## src/rtl/countdown_spi_display.sv

```systemverilog
// BCD countdown with load/start/pause control and a write-only SPI master that
// sends the count as ASCII digits (most significant digit first) after every change.
module countdown_spi_display #(
  parameter int DIGITS  = 4,
  parameter int CLK_DIV = 4
) (
  input  logic                  i_clk,
  input  logic                  i_rst,
  input  logic                  i_tick,
  input  logic                  i_load,
  input  logic [4*DIGITS-1:0]   i_load_value,
  input  logic                  i_start,
  input  logic                  i_pause,
  output logic [4*DIGITS-1:0]   o_count,
  output logic                  o_zero,
  output logic                  o_done,
  output logic                  o_busy,
  output logic                  o_ss,
  output logic                  o_sclk,
  output logic                  o_mosi
);

  localparam int CW    = 4 * DIGITS;
  localparam int FW    = 8 * DIGITS;
  localparam int DIV_W = $clog2(2 * CLK_DIV + 1);
  localparam int BIT_W = $clog2(FW + 1);

  localparam logic [DIV_W-1:0] HALF_END = DIV_W'(CLK_DIV - 1);
  localparam logic [DIV_W-1:0] HOLD_END = DIV_W'(2 * CLK_DIV - 1);
  localparam logic [BIT_W-1:0] LAST_BIT = BIT_W'(FW - 1);

  typedef enum logic [1:0] {S_IDLE, S_RUN, S_PAUSED, S_DONE} cnt_state_t;
  typedef enum logic [1:0] {T_IDLE, T_SETUP, T_SHIFT, T_HOLD} tx_state_t;

  cnt_state_t        r_state;
  tx_state_t         r_tx_state;
  logic [CW-1:0]     r_count;
  logic              r_zero;
  logic              r_done;
  logic              r_pending;
  logic              r_ss;
  logic              r_sclk;
  logic [FW-1:0]     r_shift;
  logic [DIV_W-1:0]  r_div;
  logic [BIT_W-1:0]  r_bit;

  logic [CW-1:0]     w_load_sat;
  logic [CW-1:0]     w_count_dec;
  logic [DIGITS-1:0] w_borrow;
  logic [FW-1:0]     w_frame;
  logic              w_tick_fire;
  logic              w_req;
  logic              w_frame_start;

  // Per-digit datapath: load saturation, borrow-chain decrement, ASCII encoding.
  assign w_borrow[0] = 1'b1;

  generate
    for (genvar gi = 0; gi < DIGITS; gi++) begin : g_digit
      assign w_load_sat[4*gi +: 4] =
        (i_load_value[4*gi +: 4] > 4'd9) ? 4'd9 : i_load_value[4*gi +: 4];

      assign w_count_dec[4*gi +: 4] =
        !w_borrow[gi]                ? r_count[4*gi +: 4] :
        (r_count[4*gi +: 4] == 4'd0) ? 4'd9 :
                                       r_count[4*gi +: 4] - 4'd1;

      assign w_frame[8*gi +: 8] = {4'h3, r_count[4*gi +: 4]};

      if (gi < DIGITS - 1) begin : g_borrow
        assign w_borrow[gi+1] = w_borrow[gi] && (r_count[4*gi +: 4] == 4'd0);
      end
    end
  endgenerate

  assign w_tick_fire   = i_tick && !i_load && !i_pause && !i_start && (r_state == S_RUN);
  assign w_req         = i_load || w_tick_fire;
  assign w_frame_start = (r_tx_state == T_IDLE) && r_pending;

  always_ff @(posedge i_clk) begin
    if (!i_rst) begin
      r_state <= S_IDLE;
      r_count <= '0;
      r_zero  <= 1'b1;
      r_done  <= 1'b0;
    end else begin
      r_done <= 1'b0;
      if (i_load) begin
        r_state <= S_IDLE;
        r_count <= w_load_sat;
        r_zero  <= (w_load_sat == '0);
      end else if (i_pause) begin
        if (r_state == S_RUN)
          r_state <= S_PAUSED;
      end else if (i_start) begin
        if (r_state == S_IDLE || r_state == S_PAUSED)
          r_state <= (r_count == '0) ? S_DONE : S_RUN;
      end else if (w_tick_fire) begin
        r_count <= w_count_dec;
        r_zero  <= (w_count_dec == '0);
        if (w_count_dec == '0) begin
          r_state <= S_DONE;
          r_done  <= 1'b1;
        end
      end
    end
  end

  // A request arriving in the same cycle a frame starts must survive the clear.
  always_ff @(posedge i_clk) begin
    if (!i_rst) begin
      r_pending <= 1'b0;
    end else begin
      r_pending <= w_req || (r_pending && !w_frame_start);
    end
  end

  always_ff @(posedge i_clk) begin
    if (!i_rst) begin
      r_tx_state <= T_IDLE;
      r_ss       <= 1'b1;
      r_sclk     <= 1'b0;
      r_shift    <= '0;
      r_div      <= '0;
      r_bit      <= '0;
    end else begin
      case (r_tx_state)
        T_IDLE: begin
          if (r_pending) begin
            r_shift    <= w_frame;
            r_ss       <= 1'b0;
            r_div      <= '0;
            r_bit      <= '0;
            r_tx_state <= T_SETUP;
          end
        end
        T_SETUP: begin
          if (r_div == HALF_END) begin
            r_div      <= '0;
            r_tx_state <= T_SHIFT;
          end else begin
            r_div <= r_div + 1'b1;
          end
        end
        T_SHIFT: begin
          if (r_div == HALF_END) begin
            r_div  <= '0;
            r_sclk <= ~r_sclk;
            // Falling edge: advance data; the final shift leaves mosi low.
            if (r_sclk) begin
              r_shift <= {r_shift[FW-2:0], 1'b0};
              if (r_bit == LAST_BIT) begin
                r_tx_state <= T_HOLD;
              end else begin
                r_bit <= r_bit + 1'b1;
              end
            end
          end else begin
            r_div <= r_div + 1'b1;
          end
        end
        T_HOLD: begin
          if (r_div == HOLD_END) begin
            r_div      <= '0;
            r_tx_state <= T_IDLE;
          end else begin
            r_div <= r_div + 1'b1;
            if (r_div == HALF_END)
              r_ss <= 1'b1;
          end
        end
        default: r_tx_state <= T_IDLE;
      endcase
    end
  end

  assign o_count = r_count;
  assign o_zero  = r_zero;
  assign o_done  = r_done;
  assign o_ss    = r_ss;
  assign o_busy  = ~r_ss;
  assign o_sclk  = r_sclk;
  assign o_mosi  = r_shift[FW-1];

endmodule
```

## config.mk

```make
export PLATFORM = sky130hd
export DESIGN_NAME = countdown_spi_display
export DESIGN_NICKNAME = d
export VERILOG_FILES = /design/src/rtl/countdown_spi_display.sv
export SDC_FILE = /design/constraint.sdc
export NUM_CORES = 1
export LEC_CHECK = 0
export CAP_MARGIN = 10
export CORE_MARGIN = 2
export CORE_UTILIZATION = 33
export CTS_BUF_LIST = sky130_fd_sc_hd__clkbuf_16
export DETAILED_ROUTE_END_ITERATION = 8
export SKIP_CTS_REPAIR_TIMING = 1
export SLEW_MARGIN = 20
export SYNTH_ARGS = -nofsm -noshare
export SYNTH_HDL_FRONTEND = slang
export SYNTH_SLANG_ARGS = --single-unit
```

## constraint.sdc

```tcl
create_clock -name i_clk -period 1.7 [get_ports i_clk]
set_input_delay 0.255 -clock i_clk [delete_from_list [all_inputs] [get_ports i_clk]]
set_output_delay 0.255 -clock i_clk [all_outputs]
set_load 0.02 [all_outputs]
```

==> results.md <==
* Slew margin rel. at slightly below 80%
* Clock Pin Slew Worst Setup and Hold Paths at 60 ps
* WP data required at between 1500 and 2000 ps
* Drt wl/cell at 15.3 um
* Multi-input logic area at 2110 um2
* Die Y at 105 um
* Post-synthesis sequential area ratio at between 40% and 50%
* Initial core utilization at ~34%
* Setup violators final at 14
* Power Dens Cells at 1290 nW/um2
* Count of cell types in the netlist at 53
* XOR/XNOR share of the synthesized area at around 1.0%
* WP buf/inv at 0
* Main synth FF type: dfxtp_1
* Die width at 105 um
* Yosys reg bits at 67
* Starting DRT DRC Count at about 100
* Clock Skew at ~7.4 ps
* Area Overhead vs Synth at 57.9%
* All-layer global routing usage at between 15 and 20%
* Synth top area cells: dfxtp_1, mux2i_1, nor2_1, a211oi_1, o21ai_0
* Slowest stage delay, CP at ~570 ps
* Port Buf Inserts at 43
* Yosys top cell by area: dfxtp_1
* Final WS setup at -107 ps
* WL final at about 9800 um
* Placer Congestion at between 0.7 and 0.8
* Yosys top cell area share at between 40% and 50%
* Mapped Area at ~3300 um2
* Die area at around 11000 um2
* Antenna cells at 0
* Most instantiated cells after synthesis: dfxtp_1, nor2_1, mux2i_1
* Longest Clk Path Bufs at 2
* Avg Inst Size Synth at 8.83 um2
* # clock sinks at 67
* Layout cell share with drive strength beyond 1 at between 30% and 40%
* CP max FO at 3
* Clk_lat worst skew at 320 ps
* Least-Margin Pin Slew at between 300 and 400 ps
* Max IR drop VDD at around 0.61 mV
* Post-placement worst setup slack at -463 ps
* Simple-Gate Fraction of Synth Area at approximately 22%
* Max Cap Viol at 0
* Startpoint Class: flop
* Post-synth EDFFs at 0
* CTS tree: built
* Via/cell ratio at 5.28
* CTS root buf: clkbuf_16
* Arrival time at the worst endpoint at between 2000 and 2500 ps
* Tcrit/Tclk final at 106%
* Via count of the routed design at 3371
* Cells after Synth at ~380
* Hold Vio Cnt, Final at 0
* Outcome: finished with violations
* Worst hold slack at approximately 360 ps
* YS warnings at 0
* Post-Route Setup TNS at -552 ps
* Family with the most delay on the worst path: simple AND/OR/NAND/NOR gates
* CP Capture Type: flop
* Vias in the first global route at around 3100
* RSZ-0062 raised after global routing: true
* TritonRoute pass-1 iters at 4
* Final-layout fill cell count at 915
* Initial antenna violation count at 0
* Failing checks: negative setup slack
* DRC Markers at 0
* Leakage at ~2.1 nW
* Post-Synth Adder-Cell Area at 2.24%
* DP HPWL at about 6700 um
* Fin. max-slew vios at 0
* Post-synth ARST share at 0%
* Total congestion overflow at 0
* Seq. cell area at between 1000 and 1500 um2
* # rows at 36
* Worst Hold Class: in -> reg
* Most common cell in the synthesized netlist: dfxtp_1
* CP max stage cell: or4_4
* Final ANT Viol Nets at 0
* Min cycle time layout at around 1800 ps
* Critical-path cell list: or4_4 -> or2_1 -> or4_1 -> a31oi_1
* Critical path type: reg -> reg
* Synth Area in Compound Gates at between 20% and 30%
* Core box area at around 10000 um2
* Global-route wire length before repair at about 15000 um
* Layout net count at 529
* Main combinational cell family by area after synthesis: compound AO/OA/AOI/OAI gates
* Fmax achieved at about 0.55 GHz
* Top Ports at 44
* Largest net degree at the start of global routing at 38
* Mux contribution to synthesized area at roughly 6.6%
* Final Total Pwr at 6.80 mW
* Synthesized netlist net count at between 400 and 500
* Number of CTS-inserted buffers at 9
* H-tree levels at 3
flip-flops by register name (all words and copies together), names as in the netlist:
register,count
o_count,16
o_done,1
o_sclk,1
r_div,4
r_bit,6
r_pending,1
r_shift,32
o_ss,1
o_zero,1
r_state,2
r_tx_state,2
metal layers:
layer / routed length, um / share of wire, % / track usage, %
met1: 4330 / 44 / 21.0
met2: 4990 / 51 / 28.2
met3: 332 / 3.4 / 3.93
met4: 107 / 1.1 / 4.67
met5: 0 / 0 / 0
area by class of cell:
| cell class | instances | area share [%] |
|---|---|---|
| Clock buffer | 10 | 4.73 |
| Clock inverter | 6 | 1.18 |
| Inverter | 13 | 0.923 |
| Multi-Input combinational cell | 273 | 39.9 |
| Sequential cell | 67 | 25.8 |
| Tap cell | 133 | 3.15 |
| Timing Repair Buffer | 137 | 24.3 |
worst min-delay path, delay by kind of cell:
kind                   cells  cell delay (ps)
buffers and inverters      2              300
AOI/OAI and AO/OA          1               80
report_power, final:
| part | switching [mW] | internal (mW) |
|---|---|---|
| combinational | 1.30 | 1.56 |
| sequential | 0.176 | 1.83 |
| clock | 0.707 | 1.22 |
| total | 2.19 | 4.61 |
final timing paths:
path | from | end | slack [ps] | cells after the start
worst max register to register | o_count[10] | o_count[15] | -110 | 4
worst max-delay path | o_count[10] | o_count[15] | -110 | 4
worst min register to register | r_bit[5] | r_bit[5] | 480 | 2
worst min-delay path | i_pause | r_state[0] | 360 | 3
cells by family after synthesis:
family          count (synthesis)
compound gates                108
xor+xnor                        4
fa+ha+maj                       6
buf+inv                        39
flops                          67
mux                            22
simple gates                  133
metrics by stage:
step | instances | utilization [%] | area, um2
finish | 639 | 53.8 | 5290
global route | 639 | 53.8 | 5290
CTS | 621 | 49.0 | 4810
detailed placement | 605 | 45.8 | 4490
global placement | 605 | 45.8 | 4490
floorplan | 379 | - | 3450
cell usage in the layout, fill, tap and decap left out, types with 13 or more instances in the layout:
cell type,netlist,routed
clkbuf_16,0,13
nor2b_1,14,13
o21ai_0,18,15
nor2_1,41,39
a21oi_1,15,15
dfxtp_1,67,54
mux2i_1,21,21
dlymetal6s2s_1,0,14
clkdlybuf4s50_1,0,29
buf_4,0,76
Power figures use the tool's default switching activity.
